## src/rtl/swc_pkg.sv

```systemverilog
// Shared definitions for the stopwatch controller: state encoding and BCD limits.
package swc_pkg;

    localparam logic [1:0] ST_IDLE = 2'd0;
    localparam logic [1:0] ST_RUN  = 2'd1;
    localparam logic [1:0] ST_LAP  = 2'd2;
    localparam logic [1:0] ST_STOP = 2'd3;

    localparam logic [3:0]  BCD_NINE = 4'd9;
    localparam logic [15:0] BCD_MAX  = 16'h9999;

    typedef enum logic [1:0] {
        S_IDLE = ST_IDLE,
        S_RUN  = ST_RUN,
        S_LAP  = ST_LAP,
        S_STOP = ST_STOP
    } state_t;

    // Values above nine are deliberately not treated as a carry source.
    function automatic logic is_nine(input logic [3:0] digit);
        return digit == BCD_NINE;
    endfunction

endpackage

```

## src/rtl/swc_tick.sv

```systemverilog
// Tick prescaler: counts 0..TICK_DIV-1 while enabled, holds while disabled,
// and emits a one-cycle tick on the last count.
module swc_tick #(
    parameter int TICK_DIV = 10_000_000
) (
    input  logic clk,
    input  logic rst,
    input  logic en,
    input  logic clr,
    output logic tick
);

    localparam int W = (TICK_DIV > 1) ? $clog2(TICK_DIV) : 1;
    localparam logic [W-1:0] LAST = W'(TICK_DIV - 1);

    logic [W-1:0] cnt;

    assign tick = en && (cnt == LAST);

    always_ff @(posedge clk) begin
        if (rst || clr) begin
            cnt <= '0;
        end else if (tick) begin
            cnt <= '0;
        end else if (en) begin
            cnt <= cnt + 1'b1;
        end
    end

endmodule

```

## src/rtl/swc.sv

```systemverilog
// Stopwatch controller: run/stop/lap FSM, ripple-carry digit enables,
// lap freeze register and sticky overflow for a 4-digit BCD chain.
//
// state | meaning
// IDLE  | cleared, prescaler zeroed, waiting for start
// RUN   | counting, display shows live digits
// LAP   | counting, display frozen at captured lap value
// STOP  | halted with partial tick kept; overflow parks here
module swc
    import swc_pkg::*;
#(
    parameter int TICK_DIV = 10_000_000
) (
    input  logic        swc_clk,
    input  logic        swc_rst,
    input  logic        swc_start,
    input  logic        swc_lap,
    input  logic        swc_clear,
    input  logic [15:0] swc_dig_in,
    output logic [3:0]  swc_dig_en,
    output logic        swc_dig_clr,
    output logic [15:0] swc_disp,
    output logic        swc_running,
    output logic        swc_ovf
);

    state_t      state;
    logic [15:0] lap_reg;
    logic        ovf;
    logic        dig_clr;
    logic        active;
    logic        tick;
    logic        tick_clr;
    logic        ovf_hit;
    logic [3:0]  en_chain;

    assign active   = (state == S_RUN) || (state == S_LAP);
    assign tick_clr = (state == S_IDLE) || ((state == S_STOP) && swc_clear);
    assign ovf_hit  = tick && (swc_dig_in == BCD_MAX);

    swc_tick #(
        .TICK_DIV (TICK_DIV)
    ) u_tick (
        .clk  (swc_clk),
        .rst  (swc_rst),
        .en   (active),
        .clr  (tick_clr),
        .tick (tick)
    );

    always_comb begin
        en_chain    = '0;
        en_chain[0] = tick;
        for (int i = 1; i < 4; i++) begin
            en_chain[i] = en_chain[i-1] & is_nine(swc_dig_in[4*(i-1) +: 4]);
        end
    end

    // At 9999 the chain would wrap to 0000; suppress it so the count parks.
    assign swc_dig_en = ovf_hit ? 4'b0000 : en_chain;

    always_ff @(posedge swc_clk) begin
        if (swc_rst) begin
            state   <= S_IDLE;
            lap_reg <= '0;
            ovf     <= 1'b0;
            dig_clr <= 1'b0;
        end else begin
            dig_clr <= 1'b0;
            case (state)
                S_IDLE: begin
                    if (swc_clear) begin
                        dig_clr <= 1'b1;
                    end else if (swc_start) begin
                        state <= S_RUN;
                    end
                end
                S_RUN: begin
                    if (ovf_hit) begin
                        state <= S_STOP;
                        ovf   <= 1'b1;
                    end else if (swc_start) begin
                        state <= S_STOP;
                    end else if (swc_lap) begin
                        state   <= S_LAP;
                        lap_reg <= swc_dig_in;
                    end
                end
                S_LAP: begin
                    if (ovf_hit) begin
                        state <= S_STOP;
                        ovf   <= 1'b1;
                    end else if (swc_start) begin
                        state <= S_STOP;
                    end else if (swc_lap) begin
                        state <= S_RUN;
                    end
                end
                S_STOP: begin
                    if (swc_clear) begin
                        state   <= S_IDLE;
                        dig_clr <= 1'b1;
                        ovf     <= 1'b0;
                    end else if (swc_start && !ovf) begin
                        state <= S_RUN;
                    end
                end
                default: state <= S_IDLE;
            endcase
        end
    end

    assign swc_dig_clr = dig_clr;
    assign swc_ovf     = ovf;
    assign swc_running = active;
    assign swc_disp    = (state == S_LAP) ? lap_reg : swc_dig_in;

endmodule

```

## config.mk

```make
export PLATFORM = sky130hd
export DESIGN_NAME = swc
export DESIGN_NICKNAME = d
export VERILOG_FILES = /design/src/rtl/swc_pkg.sv /design/src/rtl/swc_tick.sv /design/src/rtl/swc.sv
export SDC_FILE = /design/constraint.sdc
export NUM_CORES = 1
export LEC_CHECK = 0
export CORE_MARGIN = 2
export CORE_UTILIZATION = 29
export CTS_CLUSTER_DIAMETER = 50
export CTS_CLUSTER_SIZE = 16
export DETAILED_ROUTE_END_ITERATION = 8
export PLACE_DENSITY = 0.52
export SLEW_MARGIN = 20
export SYNTH_ARGS = -nofsm -noshare
export SYNTH_HDL_FRONTEND = slang
export SYNTH_SLANG_ARGS = --single-unit
```

## constraint.sdc

```tcl
create_clock -name swc_clk -period 6.76 [get_ports swc_clk]
set_input_delay 0.676 -clock swc_clk [delete_from_list [all_inputs] [get_ports swc_clk]]
set_output_delay 0.676 -clock swc_clk [all_outputs]
set_load 0.1 [all_outputs]
```

# == Word-level counts from Yosys, hierarchy flattened ==
# Cells that the tools add are included.
# classes
bitwise,6
shift,0
n_reduce_logical,17
order_cmp,0
muxes,17
eq_ne,15
n_mul,0
div,0
add_sub_neg,1
# ops
op,n
"adder 24 x 1 -> 24 bit, second input constant",1
"equality test 24 bit, second input constant",1
2-to-1 mux 2 bit,10
"equality test 16 bit, second input constant",1
2-to-1 mux 16 bit,1
"equality test 4 bit, second input constant",3
"!= test 4 bit, second input constant",2
case mux 2 bit (4 select lines),1
OR reduction 2 bit,4
"!= test 2 bit, second input constant",3
AND reduction 5 bit,1
"equality test 2 bit, second input constant",2
logical AND 1 bit,4
2-to-1 mux 4 bit,1
AND reduction 4 bit,1
bitwise AND 1 bit,3
logical OR 1 bit,3
2-to-1 mux 1 bit,3
"!= test 3 x 2 -> 1 bit, second input constant",1
NOT 1 bit,3
AND reduction 3 bit,1
"equality test 2 x 1 -> 1 bit, second input constant",1
logical NOT 2 bit,1
"!= test 2 x 1 -> 1 bit, second input constant",1
other kinds (3),3
# word_totals
n_memories,0
ramBits,0
inputBits,21
register_bits,44
romBits,0
word_cells,61
output_inout_bits,23
latch_bits,0

# == Depth between registers and ports, before layout ==
# depth
word_depth,7
mapped_depth,9
ltp_nobuf,7

# == Modules after synthesis ==
# Synthesis repeated with hierarchy kept, for this count alone.
# hier_totals
hier_cells,253
area_unflattened_um2,2369.8
# by_module_without_submodules
mod,cells_per_inst,seq_area_each_um2,area_each_um2,n_inst
swc,119,400.4,1194.9,1
swc_tick,134,480.5,1174.9,1

# == Least setup slack after synthesis ==
# OpenSTA, ideal clock, no wires.
# synth_path
path_kind,reg-to-output
start,register state[0]
end,output port swc_dig_en[3]
required_ns,6.084
n_path_buf,1
t_arrival_ns,4.582
slack_ns,1.502
path_stages_with_launch,9
cell_sequence,dfxtp_1 inv_1 ha_1 buf_2 nand4_1 nor4_4 nand2_1 or2_1 nor3_1
# synth_via
elab_chain_cells,7
word_cells_on_any_way,9
cone_classes,eq/ne (2); mux (1); bitwise (3); reduce/logical (3)
# synth_rtl
element,line,rtl
from (decl),swc.sv:27,state_t state;
from (signal assigned),swc.sv:64,state <= S_IDLE;
from (signal assigned),swc.sv:75,state <= S_RUN;
from (signal assigned),swc.sv:80,state <= S_STOP;
equality test 2 x 1 -> 1 bit / equality test 2 bit (equally long branches),swc.sv:37,assign active = (state == S_RUN) || (state == S_LAP);
logical OR 1 bit *,swc.sv:37,
net swc_running,swc.sv:23,"output logic swc_running,"
logical AND 1 bit *,swc_tick.sv:18,assign tick = en && (cnt == LAST);
bitwise AND 1 bit (3 in series),swc.sv:55,en_chain[i] = en_chain[i-1] & is_nine(swc_dig_in[4*(i-1) +: 4]);
2-to-1 mux 4 bit *,swc.sv:60,assign swc_dig_en = ovf_hit ? 4'b0000 : en_chain;
to (decl),swc.sv:20,"output logic [3:0] swc_dig_en,"
# The timed path passes the listed nets; every way through them passes the cells marked *.

# == Worst setup path in the final report ==
# layout_path
start,register state[0]
end,output port swc_dig_en[3]
# layout_via
elab_chain_cells,7
word_cells_on_any_way,9
cone_classes,eq/ne (2); mux (1); bitwise (3); reduce/logical (3)
# layout_rtl
element,line
equality test 2 x 1 -> 1 bit / equality test 2 bit (equally long branches),swc.sv:37
logical OR 1 bit *,swc.sv:37
logical AND 1 bit *,swc_tick.sv:18
bitwise AND 1 bit (3 in series),swc.sv:55
2-to-1 mux 4 bit *,swc.sv:60
# Every way passes the cells marked *; elsewhere a longest branch is shown, timed or not.

==> summary by stage <==
Die
The floorplan core area is 0.007727 sq mm. The die boundary height is about 93 um. The number of placement rows is 32. The initial utilization of the core area, before any placement, comes to between 20% and 30%. The top-level I/O count is 44. The die covers 0.008699 sq mm. The die extent in x is 93.27 um.

Worst setup path
Along the worst path, the maximum fanout reaches 10. STA classifies the critical path startpoint as a flop. The startpoint identified for the worst register-to-register timing path is state[0].

By startpoint and endpoint, the worst setup path is classified as flop to primary output. The critical path launch point is state[0]. The number of cells on the worst reg-to-reg path is 8. The worst path required time is just over 6000 ps. The critical path capture point type is a primary output. The arrival time at the worst endpoint is 3700 ps.

The capture instance of the worst register-to-register path is u_tick.cnt[23]. The critical path ends at swc_dig_en[3]. Setup slack on the worst reg-to-reg path comes out at roughly 4100 ps.

Detailed routing
The average wire per standard cell is 13.17 um. The routed layout has roughly 1,800 vias. The number of nets with antenna violations after detailed routing is 0. The first detailed-routing pass took 4 iterations. Summed over all layers, the routed wires come to between 5000 and 6000 um. Dividing the detail-routed via count by the number of cells gives approximately 4.7. The initial DRC count is 44. After detailed routing, the number of remaining DRC violations is 0.

Place
The number of placed instances, taps included, is between 300 and 400. At the placement stage, the worst setup path has a slack of ~2700 ps. The area of placed instances is between 0.002 and 0.003 sq mm.

The wire-length estimate of the detail-placed layout is roughly 3700 um. Routability-driven placement finished with a final weighted congestion of between 0.7 and 0.8. The quantity of I/O buffers inserted on ports is 43.

Timing
The post-route fraction of the period consumed by the critical path is 64.68%. Setup violations remaining at the end of the flow were counted as 0. The final critical delay including setup and external delays is between 4000 and 5000 ps. Setup repair after global routing left no endpoint under its margin.

The transition time of the tightest slew-check pin is about 1000 ps. The hold violation total from the final report is 0. Clock skew on the completed layout was measured at ~8.7 ps.

Derived from the worst setup path, the maximum achievable clock frequency is approximately 0.23 GHz. Headroom to the max-slew limit came out at between 30% and 40%. The minimum setup slack in the final design is between 2000 and 2500 ps. After routing, the total negative slack on setup checks comes to 0 ps. The final max-slew violation count came to 0.

Min path
Counting instances, the worst hold path has a depth of 2. The classification of the worst-slack hold path is flop to flop.

Clock tree
TritonCTS built the clock tree. The tree built by TritonCTS fans out to 44 sinks. The number of setup buffers added after CTS is 0. The maximum count of clock buffers along a single path is 2. The number of buffers inserted during clock tree synthesis is 5.

The latest clock arrival within the worst-skew pair is ~300 ps. After clock tree synthesis, the flow added hold-fix buffers numbering 0. The H-tree generated during clock tree synthesis spans 2 levels. After clock tree synthesis, the repair step resized 0 gates. The root buffer cell chosen for the clock tree is sky130_fd_sc_hd__clkbuf_8. After clock tree synthesis, the clock-pin slew on the worst setup and hold paths is approximately 80 ps.

Power and ir drop
The worst-case IR drop observed on VDD is 0.06347 mV. Power comes to 713.3 uW. The total power divided by cell area is 242.9 mW/mm^2. Summed over all cells, the static leakage comes to a little under 1 nW.

Run
The number of max-cap violations is 0.

Layout
The post-route netlist has about an eighth of its cells at a drive strength greater than 1. The net count reported at finish is 316. Excluding fillers, the count of instances in the completed layout stands at slightly below 400. After filler insertion, the fill cell instance count of the layout stands at 798.

The finished cells cover 0.002937 sq mm. The flip-flop count of the largest register, all copies and words added is 24. In the final layout, flip-flops and latches occupy between 800 and 900 sq um. The signed area change from the synthesized netlist to the final layout is 27.07%.

Summing all multi-input logic gate instances after layout gives between 0.001 and 0.0015 sq mm. 0 antenna diodes ended up in the layout.

Logic synthesis
The number of synthesized register bits is 44. The cell area that synthesis handed to floorplanning was 0.002311 sq mm. The largest area contributor in the synthesized netlist is sky130_fd_sc_hd__dfxtp_1.

The number of different library cells used by synthesis comes to just over 40. The number of nets handed over by synthesis was between 200 and 300. The count of yosys warnings during synthesis is 0. The proportion of netlist area held by the largest area contributor is around two fifths. For this run, the register share of the synthesized area comes to 38.12%. By area the synthesized netlist is led by sky130_fd_sc_hd__dfxtp_1, sky130_fd_sc_hd__nor2_1, sky130_fd_sc_hd__mux2_2, sky130_fd_sc_hd__mux2i_1, sky130_fd_sc_hd__xnor2_1. In this run the mean area of a mapped cell was approximately 9.4 sq um. Synthesis produced about 250 cells.

GRT
The first global-routing pass estimated 8749 um of wire. The overall fraction of global-route tracks in use is between 10% and 20%. The initial antenna violation count is 0. Entering global routing, the biggest net connects 25 pins. The number of global-route vias before repair is about 1,900. After global routing the overflow that remains totals 0.

Outcome
The run finished with clean final reports.
-- cells in the final DEF, fill, tap and decap left out, types with 2 or more instances in the layout --
cell type                          n
sky130_fd_sc_hd__o311ai_1          2
sky130_fd_sc_hd__and4bb_1          2
sky130_fd_sc_hd__and3_1            2
sky130_fd_sc_hd__nor4_4            2
sky130_fd_sc_hd__mux2i_1          17
sky130_fd_sc_hd__nor2_1           50
sky130_fd_sc_hd__nand2_1          12
sky130_fd_sc_hd__nand4_1           8
sky130_fd_sc_hd__mux2_2           16
sky130_fd_sc_hd__buf_6             2
sky130_fd_sc_hd__dfxtp_1          44
sky130_fd_sc_hd__clkdlybuf4s50_1  43
sky130_fd_sc_hd__xnor2_1          19
sky130_fd_sc_hd__clkbuf_8          5
sky130_fd_sc_hd__nor4_1            5
sky130_fd_sc_hd__ha_1              5
sky130_fd_sc_hd__xor2_1            4
sky130_fd_sc_hd__and4_2            2
sky130_fd_sc_hd__a21oi_1           2
sky130_fd_sc_hd__nand3_1           7
sky130_fd_sc_hd__nand4bb_1         4
sky130_fd_sc_hd__or2_2             2
sky130_fd_sc_hd__nor3_1            8
sky130_fd_sc_hd__inv_1            10
-- final cells by class --
class	count	area share, %
inverter	10	1.278
clock buffer	6	2.471
tap	102	4.346
sequential	44	30.00
timing repair buffer	45	15.42
multi-input combinational	184	45.29
clock inverter	2	1.193
-- synthesized netlist by cell type --
| master | n |
|---|---|
| sky130_fd_sc_hd__nor2_1 | 50 |
| sky130_fd_sc_hd__dfxtp_1 | 44 |
| sky130_fd_sc_hd__xnor2_1 | 19 |
| sky130_fd_sc_hd__mux2i_1 | 17 |
| sky130_fd_sc_hd__mux2_2 | 16 |
| sky130_fd_sc_hd__nand2_1 | 12 |
| sky130_fd_sc_hd__inv_1 | 10 |
| sky130_fd_sc_hd__nand4_1 | 8 |
| sky130_fd_sc_hd__nor3_1 | 8 |
| sky130_fd_sc_hd__nand3_1 | 7 |
| sky130_fd_sc_hd__ha_1 | 5 |
| sky130_fd_sc_hd__nor4_1 | 5 |
| sky130_fd_sc_hd__nand4bb_1 | 4 |
| sky130_fd_sc_hd__xor2_1 | 4 |
| sky130_fd_sc_hd__buf_2 | 3 |
| sky130_fd_sc_hd__a21oi_1 | 2 |
| sky130_fd_sc_hd__and3_1 | 2 |
| sky130_fd_sc_hd__and4_2 | 2 |
| sky130_fd_sc_hd__and4bb_1 | 2 |
| sky130_fd_sc_hd__buf_6 | 2 |
| sky130_fd_sc_hd__clkbuf_1 | 2 |
| sky130_fd_sc_hd__nor4_4 | 2 |
| sky130_fd_sc_hd__o311ai_1 | 2 |
| sky130_fd_sc_hd__or2_2 | 2 |
| sky130_fd_sc_hd__a2111oi_0 | 1 |
| sky130_fd_sc_hd__a221oi_1 | 1 |
| sky130_fd_sc_hd__a311oi_4 | 1 |
| sky130_fd_sc_hd__a31o_2 | 1 |
| sky130_fd_sc_hd__a31oi_1 | 1 |
| sky130_fd_sc_hd__and3_4 | 1 |
| sky130_fd_sc_hd__and4_1 | 1 |
| sky130_fd_sc_hd__buf_4 | 1 |
| sky130_fd_sc_hd__dlygate4sd3_1 | 1 |
| sky130_fd_sc_hd__nand2b_1 | 1 |
| sky130_fd_sc_hd__nor2b_1 | 1 |
| sky130_fd_sc_hd__o2111ai_1 | 1 |
| sky130_fd_sc_hd__o21bai_1 | 1 |
| sky130_fd_sc_hd__o31ai_1 | 1 |
| sky130_fd_sc_hd__o41ai_1 | 1 |
| sky130_fd_sc_hd__or2_1 | 1 |
| sky130_fd_sc_hd__or4bb_1 | 1 |
-- layer usage --
metal,track usage [%],share of wire [%],up-vias,wire (um)
li1,-,-,949,-
met1,15.23,48,852,2473
met2,21.70,46,39,2378
met3,3.626,4.6,7,236
met4,4.167,1.7,0,87
met5,0,0,-,0
-- power breakdown --
part / total, mW / internal (mW) / switching, mW
clock: 0.197 / 0.110 / 0.0870
combinational: 0.241 / 0.0716 / 0.169
sequential: 0.276 / 0.269 / 0.00708
total: 0.713 / 0.450 / 0.263
-- worst max-delay path, stage by stage, from the launching register on --
cell,delay (ps)
sky130_fd_sc_hd__dfxtp_1,410
sky130_fd_sc_hd__inv_1,80
sky130_fd_sc_hd__ha_1,500
sky130_fd_sc_hd__nand4_1,210
sky130_fd_sc_hd__nor4_4,470
sky130_fd_sc_hd__nand2_1,120
sky130_fd_sc_hd__or2_1,290
sky130_fd_sc_hd__nor3_1,160
sky130_fd_sc_hd__clkdlybuf4s50_1,1160
-- worst min-delay path by stage --
| stage | end | startpoint |
|---|---|---|
| global placement | lap_reg[1] | lap_reg[1] |
| floorplan | lap_reg[0] | lap_reg[0] |
| CTS | lap_reg[12] | lap_reg[12] |
| finish | lap_reg[6] | lap_reg[6] |
| detailed placement | lap_reg[15] | lap_reg[15] |
| global route | lap_reg[7] | lap_reg[7] |
-- per-stage QoR --
step,hold WS (ps),util [%]
after global placement,469.5,36.32
final,494.6,38.00
after CTS,502.8,37.86
after global routing,527.4,38.00
after floorplan,454.4,-
after detailed placement,480.0,36.46
-- kinds of logic after synthesis --
kind of cell / count (synthesis) / share of synthesized area (%)
AND/OR/NAND/NOR: 110 / 25.83
flip-flops: 44 / 38.12
multiplexers: 33 / 15.16
XOR/XNOR: 23 / 8.717
buffers and inverters: 19 / 4.332
AO/OA/AOI/OAI: 13 / 5.145
adder cells (fa/ha/maj): 5 / 2.707
No activity file was read; power rests on OpenSTA's default activity.
